## src/rtl/vscale_imm_gen_pipe_pkg.sv

```systemverilog
// Shared definitions for the vscale registered immediate generator.
// - IMM_TYPE_WIDTH: width of the immediate format select.
// - imm_type_e: immediate format encodings. Codes 6 and 7 are reserved.
// - imm_type_is_illegal(): flags the reserved encodings.
package vscale_imm_gen_pipe_pkg;

  localparam int IMM_TYPE_WIDTH = 3;

  typedef enum logic [IMM_TYPE_WIDTH-1:0] {
    IMM_I    = 3'd0,
    IMM_S    = 3'd1,
    IMM_B    = 3'd2,
    IMM_U    = 3'd3,
    IMM_J    = 3'd4,
    IMM_Z    = 3'd5,
    IMM_RSV6 = 3'd6,
    IMM_RSV7 = 3'd7
  } imm_type_e;

  function automatic logic imm_type_is_illegal(input logic [IMM_TYPE_WIDTH-1:0] imm_type);
    return (imm_type == IMM_RSV6) || (imm_type == IMM_RSV7);
  endfunction

endpackage

```

## src/rtl/vscale_imm_extract.sv

```systemverilog
// Combinational immediate extractor: (inst, imm_type) -> (imm, illegal).
// Ports:
//   inst      [31:0]            raw instruction word
//   imm_type  [2:0]             immediate format select
//   imm       [XLEN-1:0]        extracted immediate, sign/zero-extended to XLEN
//   illegal                     imm_type is a reserved code (imm then holds the I-form)
module vscale_imm_extract
  import vscale_imm_gen_pipe_pkg::*;
#(
  parameter int XLEN = 32
) (
  input  logic [31:0]               inst,
  input  logic [IMM_TYPE_WIDTH-1:0] imm_type,
  output logic [XLEN-1:0]           imm,
  output logic                      illegal
);

  // The opcode field never contributes to any immediate.
  logic [6:0]  unused_opcode;
  logic [31:0] imm32_s;

  assign unused_opcode = inst[6:0];

  // Build every format as a 32-bit value whose bit 31 is the extension bit.
  // The Z form has a zero top bit, so one signed widening serves all formats.
  always_comb begin
    imm32_s = 32'd0;
    illegal = imm_type_is_illegal(imm_type);
    case (imm_type_e'(imm_type))
      IMM_I:   imm32_s = {{20{inst[31]}}, inst[31:20]};
      IMM_S:   imm32_s = {{20{inst[31]}}, inst[31:25], inst[11:7]};
      IMM_B:   imm32_s = {{19{inst[31]}}, inst[31], inst[7], inst[30:25], inst[11:8], 1'b0};
      IMM_U:   imm32_s = {inst[31:12], 12'd0};
      IMM_J:   imm32_s = {{11{inst[31]}}, inst[31], inst[19:12], inst[20], inst[30:21], 1'b0};
      IMM_Z:   imm32_s = {27'd0, inst[19:15]};
      default: imm32_s = {{20{inst[31]}}, inst[31:20]};
    endcase
  end

  assign imm = XLEN'($signed(imm32_s));

endmodule

```

## src/rtl/vscale_imm_gen_pipe.sv

```systemverilog
// Registered, back-pressured immediate generator with an output FIFO.
// Ports:
//   clk, reset_n      rising-edge clock, asynchronous active-low reset
//   flush             synchronous discard of every queued entry
//   in_valid/in_ready input handshake; in_inst, in_imm_type, in_tag are the tuple
//   out_valid/out_ready output handshake; out_imm, out_tag, out_illegal describe the head
//   count             current FIFO occupancy
module vscale_imm_gen_pipe
  import vscale_imm_gen_pipe_pkg::*;
#(
  parameter int XLEN  = 32,
  parameter int DEPTH = 2,
  parameter int TAG_W = 5
) (
  input  logic                         clk,
  input  logic                         reset_n,
  input  logic                         flush,
  input  logic                         in_valid,
  output logic                         in_ready,
  input  logic [31:0]                  in_inst,
  input  logic [IMM_TYPE_WIDTH-1:0]    in_imm_type,
  input  logic [TAG_W-1:0]             in_tag,
  output logic                         out_valid,
  input  logic                         out_ready,
  output logic [XLEN-1:0]              out_imm,
  output logic [TAG_W-1:0]             out_tag,
  output logic                         out_illegal,
  output logic [$clog2(DEPTH+1)-1:0]   count
);

  localparam int PTR_W = (DEPTH > 1) ? $clog2(DEPTH) : 1;
  localparam int CNT_W = $clog2(DEPTH + 1);

  logic [XLEN-1:0]  ext_imm_s;
  logic             ext_illegal_s;
  logic             push_s;
  logic             pop_s;

  logic [XLEN-1:0]  imm_mem_q [DEPTH];
  logic [XLEN-1:0]  imm_mem_d [DEPTH];
  logic [TAG_W-1:0] tag_mem_q [DEPTH];
  logic [TAG_W-1:0] tag_mem_d [DEPTH];
  logic             ill_mem_q [DEPTH];
  logic             ill_mem_d [DEPTH];
  logic [PTR_W-1:0] wr_ptr_q, wr_ptr_d;
  logic [PTR_W-1:0] rd_ptr_q, rd_ptr_d;
  logic [CNT_W-1:0] count_q, count_d;

  vscale_imm_extract #(
    .XLEN (XLEN)
  ) u_extract (
    .inst     (in_inst),
    .imm_type (in_imm_type),
    .imm      (ext_imm_s),
    .illegal  (ext_illegal_s)
  );

  // A full FIFO still accepts when the head leaves this cycle (combinational
  // out_ready path); nothing is accepted during a flush.
  assign in_ready = !flush && ((count_q < CNT_W'(DEPTH)) || out_ready);
  assign push_s   = in_valid && in_ready;
  assign pop_s    = out_valid && out_ready && !flush;

  // Next-state for storage, pointers and occupancy; flush overrides push/pop.
  always_comb begin
    imm_mem_d = imm_mem_q;
    tag_mem_d = tag_mem_q;
    ill_mem_d = ill_mem_q;
    wr_ptr_d  = wr_ptr_q;
    rd_ptr_d  = rd_ptr_q;
    count_d   = count_q;
    if (flush) begin
      wr_ptr_d = {PTR_W{1'b0}};
      rd_ptr_d = {PTR_W{1'b0}};
      count_d  = {CNT_W{1'b0}};
    end else begin
      if (push_s) begin
        // When full, wr_ptr equals rd_ptr; the head is read from the
        // current-cycle registers, so overwriting its slot here is safe.
        imm_mem_d[wr_ptr_q] = ext_imm_s;
        tag_mem_d[wr_ptr_q] = in_tag;
        ill_mem_d[wr_ptr_q] = ext_illegal_s;
        wr_ptr_d            = wr_ptr_q + PTR_W'(1'b1);
      end else begin
        wr_ptr_d = wr_ptr_q;
      end
      if (pop_s) begin
        rd_ptr_d = rd_ptr_q + PTR_W'(1'b1);
      end else begin
        rd_ptr_d = rd_ptr_q;
      end
      case ({push_s, pop_s})
        2'b10:   count_d = count_q + CNT_W'(1'b1);
        2'b01:   count_d = count_q - CNT_W'(1'b1);
        default: count_d = count_q;
      endcase
    end
  end

  // State registers; reset clears storage as well as control.
  always_ff @(posedge clk or negedge reset_n) begin
    if (!reset_n) begin
      for (int i = 0; i < DEPTH; i++) begin
        imm_mem_q[i] <= {XLEN{1'b0}};
        tag_mem_q[i] <= {TAG_W{1'b0}};
        ill_mem_q[i] <= 1'b0;
      end
      wr_ptr_q <= {PTR_W{1'b0}};
      rd_ptr_q <= {PTR_W{1'b0}};
      count_q  <= {CNT_W{1'b0}};
    end else begin
      imm_mem_q <= imm_mem_d;
      tag_mem_q <= tag_mem_d;
      ill_mem_q <= ill_mem_d;
      wr_ptr_q  <= wr_ptr_d;
      rd_ptr_q  <= rd_ptr_d;
      count_q   <= count_d;
    end
  end

  // Head presentation; the data outputs read as zero while the FIFO is empty.
  always_comb begin
    out_valid = (count_q != {CNT_W{1'b0}});
    if (out_valid) begin
      out_imm     = imm_mem_q[rd_ptr_q];
      out_tag     = tag_mem_q[rd_ptr_q];
      out_illegal = ill_mem_q[rd_ptr_q];
    end else begin
      out_imm     = {XLEN{1'b0}};
      out_tag     = {TAG_W{1'b0}};
      out_illegal = 1'b0;
    end
  end

  assign count = count_q;

endmodule

```

## config.mk

```make
export PLATFORM = sky130hd
export DESIGN_NAME = vscale_imm_gen_pipe
export DESIGN_NICKNAME = d
export VERILOG_FILES = /design/src/rtl/vscale_imm_gen_pipe_pkg.sv /design/src/rtl/vscale_imm_extract.sv /design/src/rtl/vscale_imm_gen_pipe.sv
export SDC_FILE = /design/constraint.sdc
export NUM_CORES = 1
export LEC_CHECK = 0
export CAP_MARGIN = 20
export CORE_MARGIN = 1.5
export CORE_UTILIZATION = 52
export DETAILED_ROUTE_END_ITERATION = 10
export PLACE_DENSITY_LB_ADDON = 0.12
export SYNTH_ARGS = -nofsm -noshare
export SYNTH_HDL_FRONTEND = slang
export SYNTH_SLANG_ARGS = --single-unit
```

## constraint.sdc

```tcl
create_clock -name clk -period 1.9 [get_ports clk]
set_clock_uncertainty 0.05 [all_clocks]
set_input_delay 0.57 -clock clk [delete_from_list [all_inputs] [get_ports clk]]
set_output_delay 0.57 -clock clk [all_outputs]
set_load 0.02 [all_outputs]
```

==> flow_metrics.tcl <==
set metrics [dict create \
    antenna_violating_nets_post_route 0 \
    timing.reg2reg.worst_path_depth 7 \
    ir_worst_vdd_v 0.000613 \
    pwr_density_cell_mw_per_mm2 901 \
    boundaryPins 87 \
    worst-endpoint-arrival_ns 1.52 \
    syn_to_final_growth_pct 40.2 \
    tritoncts_num_sinks 80 \
    relative_contribution_of_the_clock_network_to_total_power 0.239 \
    die_height_um 95.3 \
    cts_tree "done" \
    worstSetupStartpointType "flip-flop" \
    routed_wire_length_per_instance_um 19.1 \
    cp_data_required_time_ns 1.28 \
    number_of_hold_slack_violations_in_the_final_timing_report 0 \
    crit_path_end_kind "primary output" \
    hold_path_class "primary input to asynchronous set/reset pin" \
    p_int_mw 3.73 \
    maxClockFrequency_mhz 467 \
    highest-signal-layer "met4" \
    post_synth_mux_area_share 0.167 \
    antenna-diode-count 0 \
    final_core_utilization 0.756 \
    seq_area_frac_synth 0.452 \
    cts_root_buffer "sky130_fd_sc_hd__clkbuf_8" \
    synth.top_cell.area_share 0.452 \
    drc_errors 0 \
    synthXorXnorAreaFrac 0.00395 \
    worst_slew_pin_tran_ns 0.446 \
    power_frac_seq 0.431 \
    total_power_mw 5.59 \
    detail_route.wirelength.met1_mm 5.51 \
    wl_met3_um 677 \
    design.core.area_sq_mm 0.00822 \
    drive_gt1_frac 0.384 \
    layout.nets 589 \
    clock_edge_transition_at_the_registers_on_the_reported_setup_and_hold_paths_ns 0.09 \
    first_global_vias 3983 \
    synth_cell_type_count 40 \
    cts_max_level 3 \
    grt_pass1_wl_mm 20.1 \
    effective_utilization_at_floorplan 0.539 \
    cp_max_fo 5 \
    synthesis.nets 474 \
    detailedRoute.firstPassIterationCount 5 \
    drt_iter0_markers 330 \
    antenna_found_initial 0 \
    post-place-cells 627 \
    adder_cell_share_of_the_synthesized_area 0 \
    fp.dieArea_sq_mm 0.00908 \
    maxCapViolCount 0 \
    violations "setup timing" \
    fin_crit_ns 2.14 \
    cellLeakagePower_nw 2.59 \
    setup_repair_after_global_routing_missed_its_margin "true" \
    synth_seq_cells 80 \
    postSynthAreaPerCell_sq_um 10.3 \
    synth.largest_area_cell "sky130_fd_sc_hd__dfrtp_1" \
    critical_path_type "flip-flop to primary output" \
    combinationalPowerShare 0.330 \
    gp_congestion 0.923 \
    status "finished, violations left" \
    timing.slew.headroom 0.702 \
    n_fill_cell 582 \
    port_buffers 79 \
    die_width_um 95.3 \
    final_cell_area_excluding_filler_cells_sq_mm 0.00621 \
    maxSlewViolCount 0 \
    post_layout_nonfiller_instances 654 \
    clock_tree.buffer_depth 2 \
    switching_power_mw 1.86 \
    layout_setup_ws_ns -0.243 \
    compound_gate_fraction_of_synth_area 0.221 \
    synth_area_leaders "sky130_fd_sc_hd__dfrtp_1 45%, sky130_fd_sc_hd__mux2i_1 9.5%, sky130_fd_sc_hd__a31oi_1 8.6%, sky130_fd_sc_hd__o31ai_1 6.6%, sky130_fd_sc_hd__mux2_2 5.8%" \
    grt.overflow.total 0 \
    period_utilization_post_route 1.13 \
    post_synth_and_or_nand_nor_area_fraction 0.102 \
    largest_net_degree_at_the_start_of_global_routing 81 \
    yosys_warnings 0 \
    finalSetupViolCount 39 \
    numCtsBuffers 9 \
    met2WireLength_mm 6.19 \
    dp_hpwl_mm 8.25 \
    routed_vias_inst 6.10 \
    netSwitchingFraction 0.332 \
    postCtsHoldBufs 0 \
    synthesis.area_sq_mm 0.00443 \
    placement_rows 33 \
    clkLatencyLatePin_ns 0.35 \
    routed_wl_mm 12.5 \
    gr-usage-all-layers 0.292 \
    synthCells 429 \
    vias 3990 \
    placement.cell_area_sq_mm 0.00579 \
    main_combinational_cell_family_by_area_after_synthesis "compound AO/OA/AOI/OAI gates" \
]
## worst max-delay path, stage by stage, from the launching register on
cell and delay, ns:
sky130_fd_sc_hd__dfrtp_2 0.43, sky130_fd_sc_hd__buf_12 0.15, sky130_fd_sc_hd__buf_12 0.14, sky130_fd_sc_hd__mux2i_4 0.19, sky130_fd_sc_hd__nor2_1 0.11, sky130_fd_sc_hd__buf_4 0.15
## worst paths after layout
path / endpoint / slack (ns) / startpoint
worst max-delay path: out_imm[2] / -0.24 / rd_ptr_q
worst min-delay path: imm_mem_q[30] / 0.15 / reset_n
worst max register to register: ill_mem_q[1] / 0.05 / count[1]
worst min register to register: imm_mem_q[45] / 0.46 / imm_mem_q[45]
max in group asynchronous: rd_ptr_q / 1.25 / reset_n
min in group clk: imm_mem_q[45] / 0.46 / imm_mem_q[45]
## cells by family after synthesis
| logic type | count (synthesis) |
|---|---|
| DFF | 80 |
| xor gates and xnor gates | 2 |
| AOI/OAI and AO/OA | 143 |
| and+or+nand+nor | 85 |
| buffers and inverters | 50 |
| muxes | 69 |
## stage by stage
stage	setup slack, ns	TNS (ns)	hold WS (ns)
after detailed placement	-0.596	-36.65	0.440
after global placement	-0.571	-32.86	0.435
final	-0.243	-7.15	0.146
after CTS	-0.231	-7.16	0.186
after floorplan	-0.0426	-0.0426	0.224
after global routing	-0.332	-9.65	0.193
## power by group through the flow
stage / sequential [mW] / combinational (mW) / clock (mW)
final: 2.41 / 1.84 / 1.34
after global placement: 2.36 / 1.67 / 0
after CTS: 2.37 / 1.76 / 1.36
after detailed placement: 2.39 / 1.72 / 0
after floorplan: 2.32 / 1.06 / 0
after global routing: 2.45 / 1.99 / 1.43
## cell usage after synthesis, drive strengths merged
cell / number
or2: 1
mux2: 27
and3b: 1
nor2b: 9
nor3: 2
nand2b: 3
and2: 1
a211o: 4
o21ai: 13
a221o: 1
or4bb: 1
mux2i: 42
a311oi: 1
buf: 20
nor4b: 1
nand4bb: 7
nor2: 45
a211oi: 11
or2b: 1
clkbuf: 26
xor2: 2
nand3: 2
a21oi: 1
a21bo: 2
o31ai: 39
a32oi: 4
nand2: 11
a21boi: 6
inv: 4
a31oi: 61
dfrtp: 80
## timing repair
action	4_1_cts	5_1_grt
resized for setup	216	40
pin swaps	3	3
endpoints found under the setup margin	76	74
gates cloned	2	0
buffers inserted	4	5
endpoints found under the hold margin	0	0
## registers in the layout (all words and copies together), names as in the netlist
signal,flops
count,2
ill_mem_q,2
imm_mem_q,64
rd_ptr_q,1
tag_mem_q,10
wr_ptr_q,1
## per-layer routing
metal	GRT usage	vias to the layer above
li1	-	1856
met1	0.406	1964
met2	0.469	160
met3	0.0494	10
met4	0.0846	0
met5	0	-
## cell usage in the layout, fill, tap and decap left out, types with 2 or more instances in the layout
cell                              instances
sky130_fd_sc_hd__buf_2                   11
sky130_fd_sc_hd__nor2b_1                  5
sky130_fd_sc_hd__nand4bb_1                7
sky130_fd_sc_hd__mux2_4                   4
sky130_fd_sc_hd__nor3_4                   2
sky130_fd_sc_hd__clkbuf_8                10
sky130_fd_sc_hd__mux2i_4                  3
sky130_fd_sc_hd__buf_6                   19
sky130_fd_sc_hd__nand2b_1                 2
sky130_fd_sc_hd__a31oi_1                 61
sky130_fd_sc_hd__nor2b_2                  3
sky130_fd_sc_hd__buf_16                   2
sky130_fd_sc_hd__buf_12                  13
sky130_fd_sc_hd__mux2i_1                 25
sky130_fd_sc_hd__clkinv_4                 2
sky130_fd_sc_hd__dlymetal6s2s_1           2
sky130_fd_sc_hd__nor2_1                  23
sky130_fd_sc_hd__a211o_1                  4
sky130_fd_sc_hd__inv_6                    3
sky130_fd_sc_hd__o31ai_1                 39
sky130_fd_sc_hd__a211oi_1                10
sky130_fd_sc_hd__nor2_2                  21
sky130_fd_sc_hd__nand2_1                 11
sky130_fd_sc_hd__a21bo_2                  2
sky130_fd_sc_hd__dlygate4sd2_1            3
sky130_fd_sc_hd__o21ai_0                 12
sky130_fd_sc_hd__a21boi_0                 6
sky130_fd_sc_hd__clkdlybuf4s50_1         31
sky130_fd_sc_hd__mux2i_2                 14
sky130_fd_sc_hd__dfrtp_1                 79
sky130_fd_sc_hd__inv_1                    2
sky130_fd_sc_hd__mux2_2                  23
sky130_fd_sc_hd__nand3_1                  2
sky130_fd_sc_hd__a32oi_1                  4
sky130_fd_sc_hd__buf_4                   67
## area by class of cell
type	count	area, sq um	share of cell area
sequential	80	2000	0.323
tap	105	131	0.0212
clock inverter	6	73.8	0.0119
clock buffer	10	138	0.0222
inverter	4	17.5	0.00282
multi-input combinational	299	2380	0.383
timing repair buffer	150	1470	0.237
Note: power is estimated with default switching activity, not from simulation.
